===== src/rtl/idli_sqi_arb_m.sv =====
// idli_sqi_arb_m: shares the single SQI controller between instruction fetch (FE)
// and load/store (LS). Only one transaction is in flight at a time. It is held
// toward SQI until the controller acks, and its read data and a one-cycle ack
// are then returned to the winner.
// Optional feature macro: IDLI_ARB_STARVE_EN bounds how many consecutive LS
// grants may be made while FE is waiting.
module idli_sqi_arb_m #(
   parameter int unsigned ADDR_W     = 16,
   parameter int unsigned DATA_W     = 16,
   parameter int unsigned STARVE_MAX = 4
) (
   input  logic              i_arb_gck,
   input  logic              i_arb_rst_n,
   input  logic              i_arb_fe_req,
   input  logic [ADDR_W-1:0] i_arb_fe_addr,
   output logic              o_arb_fe_ack,
   output logic [DATA_W-1:0] o_arb_fe_rdata,
   input  logic              i_arb_ls_req,
   input  logic              i_arb_ls_wr,
   input  logic [ADDR_W-1:0] i_arb_ls_addr,
   input  logic [DATA_W-1:0] i_arb_ls_wdata,
   output logic              o_arb_ls_ack,
   output logic [DATA_W-1:0] o_arb_ls_rdata,
   output logic              o_arb_sqi_req,
   output logic              o_arb_sqi_wr,
   output logic [ADDR_W-1:0] o_arb_sqi_addr,
   output logic [DATA_W-1:0] o_arb_sqi_wdata,
   input  logic              i_arb_sqi_ack,
   input  logic [DATA_W-1:0] i_arb_sqi_rdata
);

   typedef enum logic [1:0] {
      IDLE    = 2'd0,
      BUSY_FE = 2'd1,
      BUSY_LS = 2'd2
   } state_t;

   state_t            state_q, state_d;
   logic              sqi_wr_q, sqi_wr_d;
   logic [ADDR_W-1:0] sqi_addr_q, sqi_addr_d;
   logic [DATA_W-1:0] sqi_wdata_q, sqi_wdata_d;
   logic              fe_ack_q, fe_ack_d;
   logic              ls_ack_q, ls_ack_d;
   logic [DATA_W-1:0] fe_rdata_q, fe_rdata_d;
   logic [DATA_W-1:0] ls_rdata_q, ls_rdata_d;

   logic fe_eff;
   logic ls_eff;
   logic fe_win;

   // A requester is masked during its own ack cycle so a held req cannot re-grant.
   assign fe_eff = i_arb_fe_req & ~fe_ack_q;
   assign ls_eff = i_arb_ls_req & ~ls_ack_q;

`ifdef IDLI_ARB_STARVE_EN
   localparam int unsigned CNT_W = 4;
   localparam logic [CNT_W-1:0] CNT_MAX = CNT_W'(STARVE_MAX);

   logic [CNT_W-1:0] starve_q, starve_d;

   // FE wins when alone, or when LS has used up its run of grants while FE waited.
   assign fe_win = fe_eff & (~ls_eff | (starve_q == CNT_MAX));

   // Starvation counter next value: count LS grants over a waiting FE, clear on FE grant.
   always_comb begin
      starve_d = starve_q;
      if (state_q == IDLE) begin
         if (fe_win) begin
            starve_d = '0;
         end else if (ls_eff && fe_eff && (starve_q != CNT_MAX)) begin
            starve_d = starve_q + CNT_W'(1);
         end
      end
   end

   // Starvation counter register.
   always_ff @(posedge i_arb_gck) begin
      if (!i_arb_rst_n) begin
         starve_q <= '0;
      end else begin
         starve_q <= starve_d;
      end
   end
`else
   logic unused_starve_max;

   assign unused_starve_max = ^(4'(STARVE_MAX));
   assign fe_win            = fe_eff & ~ls_eff;
`endif

   // Next-state and registered-output values: grant in IDLE, complete on SQI ack.
   always_comb begin
      state_d     = state_q;
      sqi_wr_d    = sqi_wr_q;
      sqi_addr_d  = sqi_addr_q;
      sqi_wdata_d = sqi_wdata_q;
      fe_ack_d    = 1'b0;
      ls_ack_d    = 1'b0;
      fe_rdata_d  = fe_rdata_q;
      ls_rdata_d  = ls_rdata_q;
      case (state_q)
         IDLE: begin
            if (fe_win) begin
               state_d     = BUSY_FE;
               sqi_wr_d    = 1'b0;
               sqi_addr_d  = i_arb_fe_addr;
               sqi_wdata_d = '0;
            end else if (ls_eff) begin
               state_d     = BUSY_LS;
               sqi_wr_d    = i_arb_ls_wr;
               sqi_addr_d  = i_arb_ls_addr;
               sqi_wdata_d = i_arb_ls_wdata;
            end
         end
         BUSY_FE: begin
            if (i_arb_sqi_ack) begin
               state_d    = IDLE;
               fe_ack_d   = 1'b1;
               fe_rdata_d = i_arb_sqi_rdata;
            end
         end
         BUSY_LS: begin
            if (i_arb_sqi_ack) begin
               state_d    = IDLE;
               ls_ack_d   = 1'b1;
               ls_rdata_d = sqi_wr_q ? '0 : i_arb_sqi_rdata;
            end
         end
         default: begin
            state_d = IDLE;
         end
      endcase
   end

   // State and output registers with synchronous reset.
   always_ff @(posedge i_arb_gck) begin
      if (!i_arb_rst_n) begin
         state_q     <= IDLE;
         sqi_wr_q    <= 1'b0;
         sqi_addr_q  <= '0;
         sqi_wdata_q <= '0;
         fe_ack_q    <= 1'b0;
         ls_ack_q    <= 1'b0;
         fe_rdata_q  <= '0;
         ls_rdata_q  <= '0;
      end else begin
         state_q     <= state_d;
         sqi_wr_q    <= sqi_wr_d;
         sqi_addr_q  <= sqi_addr_d;
         sqi_wdata_q <= sqi_wdata_d;
         fe_ack_q    <= fe_ack_d;
         ls_ack_q    <= ls_ack_d;
         fe_rdata_q  <= fe_rdata_d;
         ls_rdata_q  <= ls_rdata_d;
      end
   end

   assign o_arb_sqi_req   = (state_q != IDLE);
   assign o_arb_sqi_wr    = sqi_wr_q;
   assign o_arb_sqi_addr  = sqi_addr_q;
   assign o_arb_sqi_wdata = sqi_wdata_q;
   assign o_arb_fe_ack    = fe_ack_q;
   assign o_arb_fe_rdata  = fe_rdata_q;
   assign o_arb_ls_ack    = ls_ack_q;
   assign o_arb_ls_rdata  = ls_rdata_q;

endmodule


===== config.mk =====
export PLATFORM = sky130hd
export DESIGN_NAME = idli_sqi_arb_m
export DESIGN_NICKNAME = d
export VERILOG_FILES = /design/src/rtl/idli_sqi_arb_m.sv
export SDC_FILE = /design/constraint.sdc
export NUM_CORES = 1
export LEC_CHECK = 0
export ABC_CLOCK_PERIOD_IN_PS = 1550
export CAP_MARGIN = 25
export CORE_MARGIN = 8
export CORE_UTILIZATION = 39
export DETAILED_ROUTE_END_ITERATION = 7
export PLACE_DENSITY = 0.86
export SETUP_SLACK_MARGIN = 0.3
export SYNTH_ARGS = -nofsm -noshare
export SYNTH_HDL_FRONTEND = slang
export SYNTH_SLANG_ARGS = --single-unit

===== constraint.sdc =====
create_clock -name i_arb_gck -period 1.55 [get_ports i_arb_gck]
set_input_delay 0.2325 -clock i_arb_gck [delete_from_list [all_inputs] [get_ports i_arb_gck]]
set_output_delay 0.2325 -clock i_arb_gck [all_outputs]
set_load 0.02 [all_outputs]

==> results.txt <==
- Number of setup violations in the final report: 0
- Final number of hold-violating endpoints: 0
- Number of distinct standard cells referenced by the synthesized netlist: 29
- Length of the first detailed-routing pass in iterations: 4
- CP max FO: 8
- Total global routing track utilization: 20.0%
* Syn-to-layout area delta: 79.9%
- Clock tree from TritonCTS: built
- In this design, the largest share of critical-path delay is due to flip-flops.
- Cell count of the worst hold path: 3
* Die Height: 98.7 um
- The startpoint identified for the worst hold timing path is i_arb_ls_addr[15].
- Worst reg-to-reg path cell count: 7
* Total global routing overflow: 0
- The critical path contains buffers and inverters numbering 3 combined.
* Post-DP HPWL: 6450 um
* Syn nets: 351
- In the routed design, unresolved DRC markers number 0.
- Placement Setup Slack: -226 ps
- Based on the critical path, the design can be clocked at up to 0.712 GHz.
* Cell area after synthesis: 2670 um^2
- Primary flip-flop cell chosen by synthesis mapping: dfxtp_1
- By startpoint and endpoint, the worst setup path is classified as flip-flop to flip-flop.
- Number of instances in the synthesized netlist: 278
- Outcome: completed
- First-pass GRT wire length: 15600 um
- Initial core utilization: 39.7%
- Layout Nets: 515
- The via count of the first global-routing pass was 2957.
- Cell types with the highest counts after synthesis: dfxtp_1 (69), nand2_1 (49), a21oi_1 (24)
- At the later pin of the worst-skew pair, clock insertion delay measures 330 ps.
- # Max-Cap Violations: 0
- The repair_antennas step left the layout with diodes totalling 0.
* Average routed wire per standard cell: 19.2 um
- Slowest Stage Delay on Critical Path: 350 ps
* Number of buffer cells added on primary ports: 137
- Fraction of synthesized cell area taken by the top area cell type: 51.8%
- The synthesized design contains 0 enable-type register cells.
- CP Launch Type: flip-flop
- Number of design-rule violations left by the first detailed-router iteration: 64
- dfxtp_1 is the most common cell in the netlist.
- Dividing the detail-routed via count by the number of cells gives 5.27.
- The synthesized design spends more area on one cell type than any other, namely dfxtp_1.
* Maximum number of pins on one net before global-route repair: 41
* Slack of the worst reg-to-reg path: 140 ps
- In this run the power density over the cells is 1050 nW/um^2.
- Kind of capture point of the worst setup path: flip-flop
* Setup repair after global routing missed its margin: yes
* Core Box Area: 6720 um^2
* Ratio of final minimum period to clock period: 90.6%
- The Yosys step of the flow raised 0 warnings.
* Overall die area: 9740 um^2
- Class of the tightest hold or removal check: primary input to flip-flop
- Number of register bits inferred by synthesis: 69
- Slew Limit Headroom: 75.1%
* Levels on crit path: 7
* Arrival time worst endpoint: 1620 ps
* H-tree depth: 3
* Filler instances: 529
- Across the routed clock network, the largest skew measured is 8.28 ps.
- The max-slew violation count is 0.
- Wires add up to 10100 um.
- The initial antenna violation count is 0.
- Summed over all cells, the static leakage comes to 1.95 nW.
- Clock Pin Slew Worst Setup and Hold Paths: 60 ps
- At the end of routability-driven placement, the weighted congestion stood at 0.760.
- After layout, the minimum clock period comes to 1410 ps.
* Capture endpoint of the worst hold path: o_arb_sqi_addr[15]$_SDFFE_PN0P_
- Num ports: 138
* Maximum number of buffers from clock root to sink: 2
- Counting flops with an async set or reset pin after synthesis yields a share of 0%.
* Residual antenna-violating net count after detailed routing: 0
* Routed vias: 2762
- The startpoint identified for the worst register-to-register timing path is state_q[0]$_SDFFE_PN0P_.
* Num Clock Sinks: 69
- Peak supply drop: 0.563 mV
- The slowest stage of the critical path is the dfxtp_2 cell.
* Total CTS buffers: 9
- Final sum of negative setup slack: 0 ps
- Proportion of layout cells with a drive suffix above 1: 40.3%
* Post-synthesis area per instance: 9.60 um^2
* Actual slew at the worst max-slew pin: 373 ps
* Largest cells by area after synthesis: dfxtp_1 (52%), nand2_1 (6.9%), a22o_1 (5.3%), a22oi_1 (4.8%), a21oi_1 (4.5%)
- Die width: 98.7 um
- STA puts the critical path data required time at 1770 ps.
* Floorplan row count: 30
- CTS placed an instance of clkbuf_8 at the clock tree root.
- Cell Chain, Critical Path: inv_4 -> buf_6 -> ha_4 -> and3_4 -> nor2b_4 -> buf_12 -> a22o_1
- Reg-to-reg critical path endpoint: o_arb_ls_rdata[6]$_SDFFE_PN0P_
* Seq/Total Area, Yosys: 51.8%
* Worst path setup slack after routing: 145 ps
[power by group]
group	switching, mW	leakage, nW	internal (mW)	total [mW]
clock network	0.611	0.101	0.925	1.54
logic	0.761	1.28	0.736	1.50
registers	0.0976	0.565	1.91	2.01
total	1.47	1.95	3.57	5.04
[tightest hold or removal path: cells and delay by family]
kind | cells | cell delay, ps
AO/OA/AOI/OAI | 1 | 40
AND/OR/NAND/NOR | 1 | 70
buffers and inverters | 1 | 390
[how the worst max path moves through the flow]
| stage | startpoint | to | slack [ps] |
|---|---|---|---|
| final | state_q[0]$_SDFFE_PN0P_ | o_arb_ls_rdata[6]$_SDFFE_PN0P_ | 140 |
| after global routing | state_q[0]$_SDFFE_PN0P_ | o_arb_ls_rdata[6]$_SDFFE_PN0P_ | 100 |
| after CTS | state_q[0]$_SDFFE_PN0P_ | o_arb_sqi_req | 100 |
| after detailed placement | i_arb_ls_req | o_arb_sqi_addr[3]$_SDFFE_PN0P_ | -230 |
| after global placement | i_arb_ls_req | o_arb_sqi_addr[9]$_SDFFE_PN0P_ | -140 |
| after floorplan | state_q[0]$_SDFFE_PN0P_ | o_arb_ls_rdata[10]$_SDFFE_PN0P_ | 240 |
[repair_timing]
item | in CTS | in global routing
resized for setup | 190 | 92
cloned | 6 | 2
buffers inserted | 11 | 3
pin swaps | 23 | 5
hold endpoints to repair | 0 | 0
hold buffers | 0 | 0
endpoints found under the setup margin | 119 | 125
[per-layer routing]
metal	routed length, um	share of wire (%)	global-route usage (%)	vias to the layer above
met5	0	0	0	-
met2	5060	50	33.9	128
met1	3920	39	22.0	1319
met4	168	1.7	7.79	0
li1	-	-	-	1296
met3	928	9.2	7.82	19
[cells in the final DEF (no fill, tap or decap), types with 5 or more instances in the layout]
cell             instances
clkbuf_8                10
a21boi_1                16
clkdlybuf4s15_1         11
a21oi_2                 19
a22oi_2                 17
a22o_1                  16
buf_12                   8
dfxtp_1                 67
nand2_1                 48
buf_6                   10
nor2b_1                 17
buf_4                   12
a21oi_1                 15
o21ai_2                 12
clkdlybuf4s50_1         67
o21ai_4                  5
clkbuf_2                46
[cells by family after synthesis]
logic type	share of synthesized area, %
buffers and inverters	4.41
adders and majority gates	1.41
and+or+nand+nor	15.2
AOI/OAI and AO/OA	27.2
DFF	51.8
[stage by stage]
stage               power, mW  hold slack, ps  instances  utilization, %  instance area, um^2
global placement         3.19             439        489            62.8                 4220
CTS                      5.01             442        519            72.5                 4870
finish                   5.04             454        524            71.4                 4800
global route             5.24             464        524            71.4                 4800
detailed placement       3.22             449        489            62.8                 4220
floorplan                2.62             358        278               -                 2720
[state kept, by name, summed over array words and instances (netlist names)]
signal / count
o_arb_ls_ack: 1
o_arb_ls_rdata: 16
o_arb_fe_ack: 1
o_arb_sqi_wr: 1
state_q: 2
o_arb_sqi_wdata: 16
o_arb_sqi_addr: 16
o_arb_fe_rdata: 16
[layout make-up]
class                   count  area [um^2]  share of cell area, %
repair buffers            171         1600                   33.4
multi-input cells         188         1490                   31.1
flip-flops and latches     69         1380                   28.8
clock buffers              11          141                   2.95
well taps                  80          100                   2.09
clock inverters             2         60.1                   1.25
inverters                   3         18.8                  0.391
Note: power is estimated with default switching activity, not from simulation.
